File: config.mk
export PLATFORM = sky130hd
export DESIGN_NAME = interval_timer
export DESIGN_NICKNAME = d
export VERILOG_FILES = /design/src/rtl/interval_timer.sv
export SDC_FILE = /design/constraint.sdc
export NUM_CORES = 1
export LEC_CHECK = 0
export CAP_MARGIN = 20
export CORE_MARGIN = 2
export CORE_UTILIZATION = 50
export DETAILED_ROUTE_END_ITERATION = 10
export PLACE_DENSITY = 0.73
export SLEW_MARGIN = 10
export SYNTH_ARGS = -nofsm -noshare
export SYNTH_HDL_FRONTEND = slang
export SYNTH_SLANG_ARGS = --single-unit
File: constraint.sdc
create_clock -name clk -period 2.15 [get_ports clk]
set_input_delay 0.215 -clock clk [delete_from_list [all_inputs] [get_ports clk]]
set_output_delay 0.215 -clock clk [all_outputs]
set_load 0.01 [all_outputs]
File: src/rtl/interval_timer.sv
// interval_timer: whole-second countdown for the traffic-light controller.
// Three reprogrammable intervals (base, extended, yellow) plus a fixed zero
// interval; a prescaler turns CLK_PER_SEC clock cycles into one tick.
module interval_timer #(
  parameter int CLK_PER_SEC  = 50000000,
  parameter int WIDTH        = 4,
  parameter int BASE_DEFAULT = 6,
  parameter int EXT_DEFAULT  = 3,
  parameter int YEL_DEFAULT  = 2
) (
  input  logic             clk,
  input  logic             reset,
  input  logic             startTimer,
  input  logic [1:0]       timeParameter,
  input  logic             prog_en,
  input  logic [1:0]       prog_sel,
  input  logic [WIDTH-1:0] prog_value,
  output logic             expired,
  output logic             busy,
  output logic [WIDTH-1:0] remaining
);

  localparam int PS_W = (CLK_PER_SEC > 1) ? $clog2(CLK_PER_SEC) : 1;
  localparam logic [PS_W-1:0]  PS_MAX    = PS_W'(CLK_PER_SEC - 1);
  localparam logic [WIDTH-1:0] BASE_INIT = WIDTH'(BASE_DEFAULT);
  localparam logic [WIDTH-1:0] EXT_INIT  = WIDTH'(EXT_DEFAULT);
  localparam logic [WIDTH-1:0] YEL_INIT  = WIDTH'(YEL_DEFAULT);
  localparam logic [WIDTH-1:0] CNT_ONE   = WIDTH'(1);

  typedef enum logic {IDLE, COUNT} state_t;

  state_t           state_q, state_d;
  logic [WIDTH-1:0] count_q, count_d;
  logic [PS_W-1:0]  ps_q, ps_d;
  logic             expired_q, expired_d;
  logic             zero_pend_q, zero_pend_d;
  logic [WIDTH-1:0] base_q, base_d;
  logic [WIDTH-1:0] ext_q, ext_d;
  logic [WIDTH-1:0] yel_q, yel_d;
  logic [WIDTH-1:0] sel_val;

  // Interval selected by timeParameter; reads the registers before any
  // same-cycle write lands, so a simultaneous start sees the old value.
  always_comb begin
    sel_val = '0;
    case (timeParameter)
      2'b00:   sel_val = base_q;
      2'b01:   sel_val = ext_q;
      2'b10:   sel_val = yel_q;
      default: sel_val = '0;
    endcase
  end

  // Reprogram path: selector 11 addresses the fixed zero interval and is dropped.
  always_comb begin
    base_d = base_q;
    ext_d  = ext_q;
    yel_d  = yel_q;
    if (prog_en) begin
      case (prog_sel)
        2'b00:   base_d = prog_value;
        2'b01:   ext_d  = prog_value;
        2'b10:   yel_d  = prog_value;
        default: ;
      endcase
    end
  end

  // Next-state logic: a start always wins over a pending zero pulse or a
  // final tick, which also keeps expired from ever lasting two cycles.
  always_comb begin
    state_d     = state_q;
    count_d     = count_q;
    ps_d        = ps_q;
    expired_d   = 1'b0;
    zero_pend_d = 1'b0;
    if (startTimer) begin
      count_d = sel_val;
      ps_d    = '0;
      if (sel_val != '0) begin
        state_d = COUNT;
      end else begin
        state_d     = IDLE;
        zero_pend_d = 1'b1;
      end
    end else if (zero_pend_q) begin
      expired_d = 1'b1;
    end else begin
      case (state_q)
        COUNT: begin
          if (ps_q == PS_MAX) begin
            ps_d = '0;
            if (count_q <= CNT_ONE) begin
              count_d   = '0;
              expired_d = 1'b1;
              state_d   = IDLE;
            end else begin
              count_d = count_q - CNT_ONE;
            end
          end else begin
            ps_d = ps_q + 1'b1;
          end
        end
        default: ;
      endcase
    end
  end

  // Timer state registers; reset aborts any count without a pulse.
  always_ff @(posedge clk or posedge reset) begin
    if (reset) begin
      state_q     <= IDLE;
      count_q     <= '0;
      ps_q        <= '0;
      expired_q   <= 1'b0;
      zero_pend_q <= 1'b0;
    end else begin
      state_q     <= state_d;
      count_q     <= count_d;
      ps_q        <= ps_d;
      expired_q   <= expired_d;
      zero_pend_q <= zero_pend_d;
    end
  end

  // Interval registers, restored to their defaults on reset.
  always_ff @(posedge clk or posedge reset) begin
    if (reset) begin
      base_q <= BASE_INIT;
      ext_q  <= EXT_INIT;
      yel_q  <= YEL_INIT;
    end else begin
      base_q <= base_d;
      ext_q  <= ext_d;
      yel_q  <= yel_d;
    end
  end

  assign expired   = expired_q;
  assign busy      = (state_q == COUNT);
  assign remaining = count_q;

endmodule

## Word-level counts from Yosys, hierarchy flattened

Index checks and enable logic that the tools add are counted.

- Output and inout bits: 6
- Register bits: 45
- Bits of input ports: 12
- Word-level logic and storage cells: 50

- Reduce and logical (&&, ||, !) cells: 10
- Add/subtract/negate cells: 2
- Order comparisons: 1
- Eq/ne operators: 6
- Mux-type cells: 23

Operator list:

| operator | count |
|---|---|
| two-way mux 26 bit | 4 |
| adder 26 x 1 -> 26 bit (second input constant) | 1 |
| == test 26 bit (second input constant) | 1 |
| two-way mux 4 bit | 5 |
| two-way mux 1 bit | 13 |
| case mux 4 bit (3 select lines) | 1 |
| AND reduction 2 bit | 4 |
| == test 2 x 1 -> 1 bit (second input constant) | 2 |
| == test 2 bit (second input constant) | 2 |
| less-or-equal comparator 4 x 1 -> 1 bit (second input constant) | 1 |
| logical NOT 2 bit | 2 |
| nonzero test 2 bit | 2 |
| nonzero test 4 bit | 1 |
| subtractor 4 x 1 -> 4 bit (second input constant) | 1 |
| AND reduction 3 bit | 1 |
| != test 2 bit (second input constant) | 1 |

## Longest topological paths before layout

- Depth after elaboration: 6
- Mapped depth: 7

## Worst setup path before layout

Ideal clock, no wire load.

- Path kind: reg-to-reg
- From: reg ps_q[2]
- To: reg ps_q[25]
- Arrival: 2.304 ns
- Cell stages (with the launch flop): 7
- Library setup time: 0.082 ns
- Setup slack: -0.236 ns
- Path buffers: 1
- Cell sequence: dfrtp_1 -> nand4_4 -> or4_4 -> buf_6 -> or4_4 -> or4_1 -> a31oi_1

- Longest elaborated chain between the ends: 5
- Elaborated cells between the ends (all ways): 6
- Classes of those cells: add/sub (1); eq/ne (1); mux (4)

RTL lines:

| item | RTL line | source |
|---|---|---|
| from (decl) | 34 | `logic [PS_W-1:0] ps_q, ps_d;` |
| from (signal assigned) | 120 | `ps_q <= ps_d;` |
| adder 26 x 1 -> 26 bit or == test 26 bit (tied branches) | 101, 91 |  |
| two-way mux 26 bit * | 91 | `if (ps_q == PS_MAX) begin` |
| two-way mux 26 bit * | 89 | `case (state_q)` |
| two-way mux 26 bit * | 86 | `end else if (zero_pend_q) begin` |
| two-way mux 26 bit * | 77 | `if (startTimer) begin` |

Every way passes the cells marked *; elsewhere a longest branch is shown, timed or not. The select of a mux whose other input is x is not followed.
A chain may end at the register's enable or synchronous reset.

## Worst setup path in the final report

- From: reg ps_q[5]
- To: reg ps_q[25]

Same word-level chain as after synthesis.

==> run_summary.xml <==
<?xml version="1.0" encoding="UTF-8"?>
<metrics>
  <group name="status">
    <metric name="run_status" unit="">finished clean</metric>
  </group>
  <group name="drt">
    <metric name="drt-pass1-iter-count" unit="">4</metric>
    <metric name="drc" unit="">0</metric>
    <metric name="avgViaCountPerCell" unit="">5.60</metric>
    <metric name="drt-wirelength-per-cell" unit="um">14.6</metric>
    <metric name="detailedRoute.firstIterationViolations" unit="">135</metric>
    <metric name="num_vias" unit="">1900</metric>
    <metric name="routed_wl" unit="mm">4.97</metric>
    <metric name="final_antenna_net_count" unit="">0</metric>
  </group>
  <group name="synth">
    <metric name="post-synth-top-area-fraction" unit="%">42.4</metric>
    <metric name="syn_area" unit="mm2">0.00236</metric>
    <metric name="yosys_register_bits" unit="">45</metric>
    <metric name="netlist-cell-type-count" unit="">41</metric>
    <metric name="synth_commonest_cells" unit="">40 x sky130_fd_sc_hd__dfrtp_1, 33 x sky130_fd_sc_hd__nor2_1, 18 x sky130_fd_sc_hd__nand2_1, 14 x sky130_fd_sc_hd__xnor2_1, 13 x sky130_fd_sc_hd__mux2_2</metric>
    <metric name="synth_enable_flop_cells" unit="">0</metric>
    <metric name="synth_warnings" unit="">0</metric>
    <metric name="yosys.cell_count.top_type" unit="">sky130_fd_sc_hd__dfrtp_1</metric>
    <metric name="dominantRegCellSynth" unit="">sky130_fd_sc_hd__dfrtp_1</metric>
    <metric name="synth_async_sr_flop_share" unit="%">100</metric>
    <metric name="synth_sequential_area_ratio" unit="%">48.0</metric>
    <metric name="yosysTopAreaCell" unit="">sky130_fd_sc_hd__dfrtp_1</metric>
    <metric name="syn_inst" unit="">237</metric>
    <metric name="synthTopCellsByArea" unit="">sky130_fd_sc_hd__dfrtp_1 42%, sky130_fd_sc_hd__mux2_2 6.2%, sky130_fd_sc_hd__dfstp_2 5.6%</metric>
    <metric name="syn_avg_cell_area" unit="um2">9.95</metric>
    <metric name="postSynthNetCount" unit="">252</metric>
  </group>
  <group name="die">
    <metric name="die_extent_in_x" unit="um">72.7</metric>
    <metric name="io_pins" unit="">18</metric>
    <metric name="core_area" unit="mm2">0.00444</metric>
    <metric name="dieArea" unit="mm2">0.00528</metric>
    <metric name="placement_rows" unit="">24</metric>
    <metric name="die_height" unit="um">72.7</metric>
    <metric name="floorplan.initialDensity" unit="%">53.1</metric>
  </group>
  <group name="worst_setup_path">
    <metric name="critPathKind" unit="">flip-flop to flip-flop</metric>
    <metric name="cp_data_arrival_time" unit="ns">2.29</metric>
    <metric name="worst_setup_path_start_kind" unit="">flip-flop</metric>
    <metric name="r2r_start" unit="">ps_q[5]$_DFFE_PP0P_</metric>
    <metric name="r2r_cells" unit="">5</metric>
    <metric name="setup.worst_path.end_class" unit="">flip-flop</metric>
    <metric name="data_required_time_at_the_worst_endpoint" unit="ns">2.37</metric>
    <metric name="worst_setup_path_startpoint" unit="">ps_q[5]$_DFFE_PP0P_</metric>
    <metric name="crit_path_end" unit="">ps_q[25]$_DFFE_PP0P_</metric>
    <metric name="rrSetupSlack" unit="ns">0.08</metric>
    <metric name="crit_path_max_fanout" unit="">2</metric>
    <metric name="timing.rr.end" unit="">ps_q[25]$_DFFE_PP0P_</metric>
  </group>
  <group name="place">
    <metric name="detailedPlacementHpwl" unit="mm">3.74</metric>
    <metric name="detailedPlace.worstSlack" unit="ns">0.0102</metric>
    <metric name="io_buffers" unit="">17</metric>
    <metric name="placed_cells_incl_taps" unit="">329</metric>
    <metric name="gpl.final_weighted_congestion" unit="">0.811</metric>
  </group>
  <group name="power">
    <metric name="total_leakage_power" unit="nW">1.22</metric>
    <metric name="power" unit="mW">1.86</metric>
    <metric name="power_density" unit="mW/mm2">638</metric>
    <metric name="vdd_drop_max" unit="V">0.000517</metric>
  </group>
  <group name="cells_and_area">
    <metric name="area_growth_syn_to_layout" unit="%">23.6</metric>
    <metric name="layoutNonFillerInstCount" unit="">339</metric>
    <metric name="num_antenna_cells" unit="">0</metric>
    <metric name="final_layout_size_suffix_gt1_share" unit="%">22.0</metric>
    <metric name="num-nets-final" unit="">301</metric>
  </group>
  <group name="clocking">
    <metric name="tritoncts" unit="">yes</metric>
    <metric name="cts.sinks" unit="">45</metric>
    <metric name="clock_latency" unit="ns">0.30</metric>
    <metric name="cts.path.max_buffers" unit="">2</metric>
    <metric name="cts_clk_pin_slew_worst_paths" unit="ns">0.08</metric>
    <metric name="root_buffer" unit="">sky130_fd_sc_hd__clkbuf_8</metric>
    <metric name="clock_buffer_count_from_cts" unit="">5</metric>
    <metric name="cts_htree_levels" unit="">2</metric>
  </group>
  <group name="grt">
    <metric name="grt_pass1_vias" unit="">1853</metric>
    <metric name="globalRouteTotalUtil" unit="%">21.2</metric>
    <metric name="grt_first_pass_wirelength" unit="mm">8.65</metric>
    <metric name="antenna_found_initial" unit="">0</metric>
    <metric name="grt_max_degree" unit="">22</metric>
    <metric name="grt_remaining_overflow" unit="">0</metric>
  </group>
  <group name="timing">
    <metric name="setup_viol" unit="">0</metric>
    <metric name="worst_pin_slew" unit="ns">0.642</metric>
    <metric name="final.setup_skew" unit="ns">0.00168</metric>
    <metric name="clock.fmax" unit="GHz">0.484</metric>
    <metric name="final_period_util" unit="%">96.2</metric>
    <metric name="period_needed" unit="ns">2.07</metric>
    <metric name="grt_setup_unrepaired" unit="">yes</metric>
    <metric name="fin_ws" unit="ns">0.0821</metric>
    <metric name="final_slew_viol_count" unit="">0</metric>
    <metric name="report.final.hold_viol_count" unit="">0</metric>
    <metric name="slew_headroom" unit="%">57.0</metric>
  </group>
  <group name="job">
    <metric name="timing.max_cap.violations" unit="">0</metric>
  </group>
  <group name="min_path">
    <metric name="worstHoldPathType" unit="">input pin to asynchronous set/reset pin</metric>
  </group>
</metrics>
kinds of logic (layout without fill, tap and decap cells):
kind of cell             count (synthesis)  after routing  share of synthesized area, %
flip-flops                              45             45                          48.0
adder cells (fa/ha/maj)                  3              3                          1.59
AND/OR/NAND/NOR                        106            106                          23.8
AO/OA/AOI/OAI                           25             25                          7.11
multiplexers                            19             19                          8.75
XOR/XNOR                                20             20                          7.43
buffers and inverters                   19             69                          3.34
state kept, by name (all words and copies together), names as in the netlist:
name	count
base_q	4
busy	1
expired	1
yel_q	4
ext_q	4
remaining	4
zero_pend_q	1
ps_q	26
what timing repair did:
action	CTS	global route
endpoints found under the hold margin	0	0
gates resized for setup	0	1
hold buffers	0	0
setup endpoints to repair	1	3
pin swaps	2	2
setup buffers	0	2
gates cloned	0	0
placed cells by master (no fill, tap or decap), types with 7 or more instances in the layout:
cell	n
sky130_fd_sc_hd__nor3_1	9
sky130_fd_sc_hd__mux2_2	13
sky130_fd_sc_hd__dfrtp_1	40
sky130_fd_sc_hd__clkdlybuf4s50_1	17
sky130_fd_sc_hd__nand4_1	9
sky130_fd_sc_hd__nor2_1	33
sky130_fd_sc_hd__a21oi_1	7
sky130_fd_sc_hd__xnor2_1	14
sky130_fd_sc_hd__buf_4	32
sky130_fd_sc_hd__nand2_1	18
sky130_fd_sc_hd__nand3_1	8
sky130_fd_sc_hd__inv_1	10
critical path: stages (launching register included):
cell                      delay [ns]
sky130_fd_sc_hd__dfrtp_1        0.40
sky130_fd_sc_hd__nand4_4        0.11
sky130_fd_sc_hd__or4_4          0.52
sky130_fd_sc_hd__or4_4          0.43
sky130_fd_sc_hd__or4_1          0.40
sky130_fd_sc_hd__a31oi_1        0.13
per-stage QoR:
| stage | hold WS [ns] | setup TNS (ns) | instance area [um2] | util, % |
|---|---|---|---|---|
| 2_1_floorplan | 0.366 | -0.180 | 2360 | - |
| 3_3_place_gp | 0.488 | 0 | 2800 | 63.0 |
| 3_5_place_dp | 0.495 | 0 | 2800 | 63.0 |
| 4_1_cts | 0.230 | 0 | 2890 | 65.1 |
| 5_1_grt | 0.276 | -0.0260 | 2910 | 65.6 |
| 6_report | 0.223 | 0 | 2910 | 65.6 |
metal layers:
layer / vias up / wire length, um / global-route usage, %
li1: 939 / - / -
met1: 912 / 2370 / 29.3
met2: 43 / 2360 / 33.6
met3: 6 / 171 / 4.14
met4: 0 / 59 / 6.79
met5: - / 0 / 0
how the worst min path moves through the flow:
stage	startpoint	slack (ns)	cells after the start	endpoint
2_1_floorplan	prog_value[2]	0.37	1	ext_q[2]$_DFFE_PP0P_
3_3_place_gp	yel_q[2]$_DFFE_PP0P_	0.49	1	yel_q[2]$_DFFE_PP0P_
3_5_place_dp	yel_q[2]$_DFFE_PP0P_	0.50	1	yel_q[2]$_DFFE_PP0P_
4_1_cts	reset	0.23	2	ps_q[18]$_DFFE_PP0P_
5_1_grt	reset	0.28	2	ps_q[18]$_DFFE_PP0P_
6_report	reset	0.22	2	ps_q[14]$_DFFE_PP0P_
where the power goes:
group / switching [mW] / leakage [nW] / internal (mW) / total, mW
clock network: 0.294 / 0.0364 / 0.228 / 0.522
logic: 0.180 / 0.595 / 0.175 / 0.354
registers: 0.0510 / 0.584 / 0.932 / 0.983
cell type report:
cell class,count,area [um2]
clock inverter,3,22.5
clock buffer,5,68.8
multi-input combinational,173,1150
timing repair buffer,50,430
tap,52,65.1
sequential,45,1130
inverter,11,41.3
fill,369,1530
Note: power is estimated with default switching activity, not from simulation.
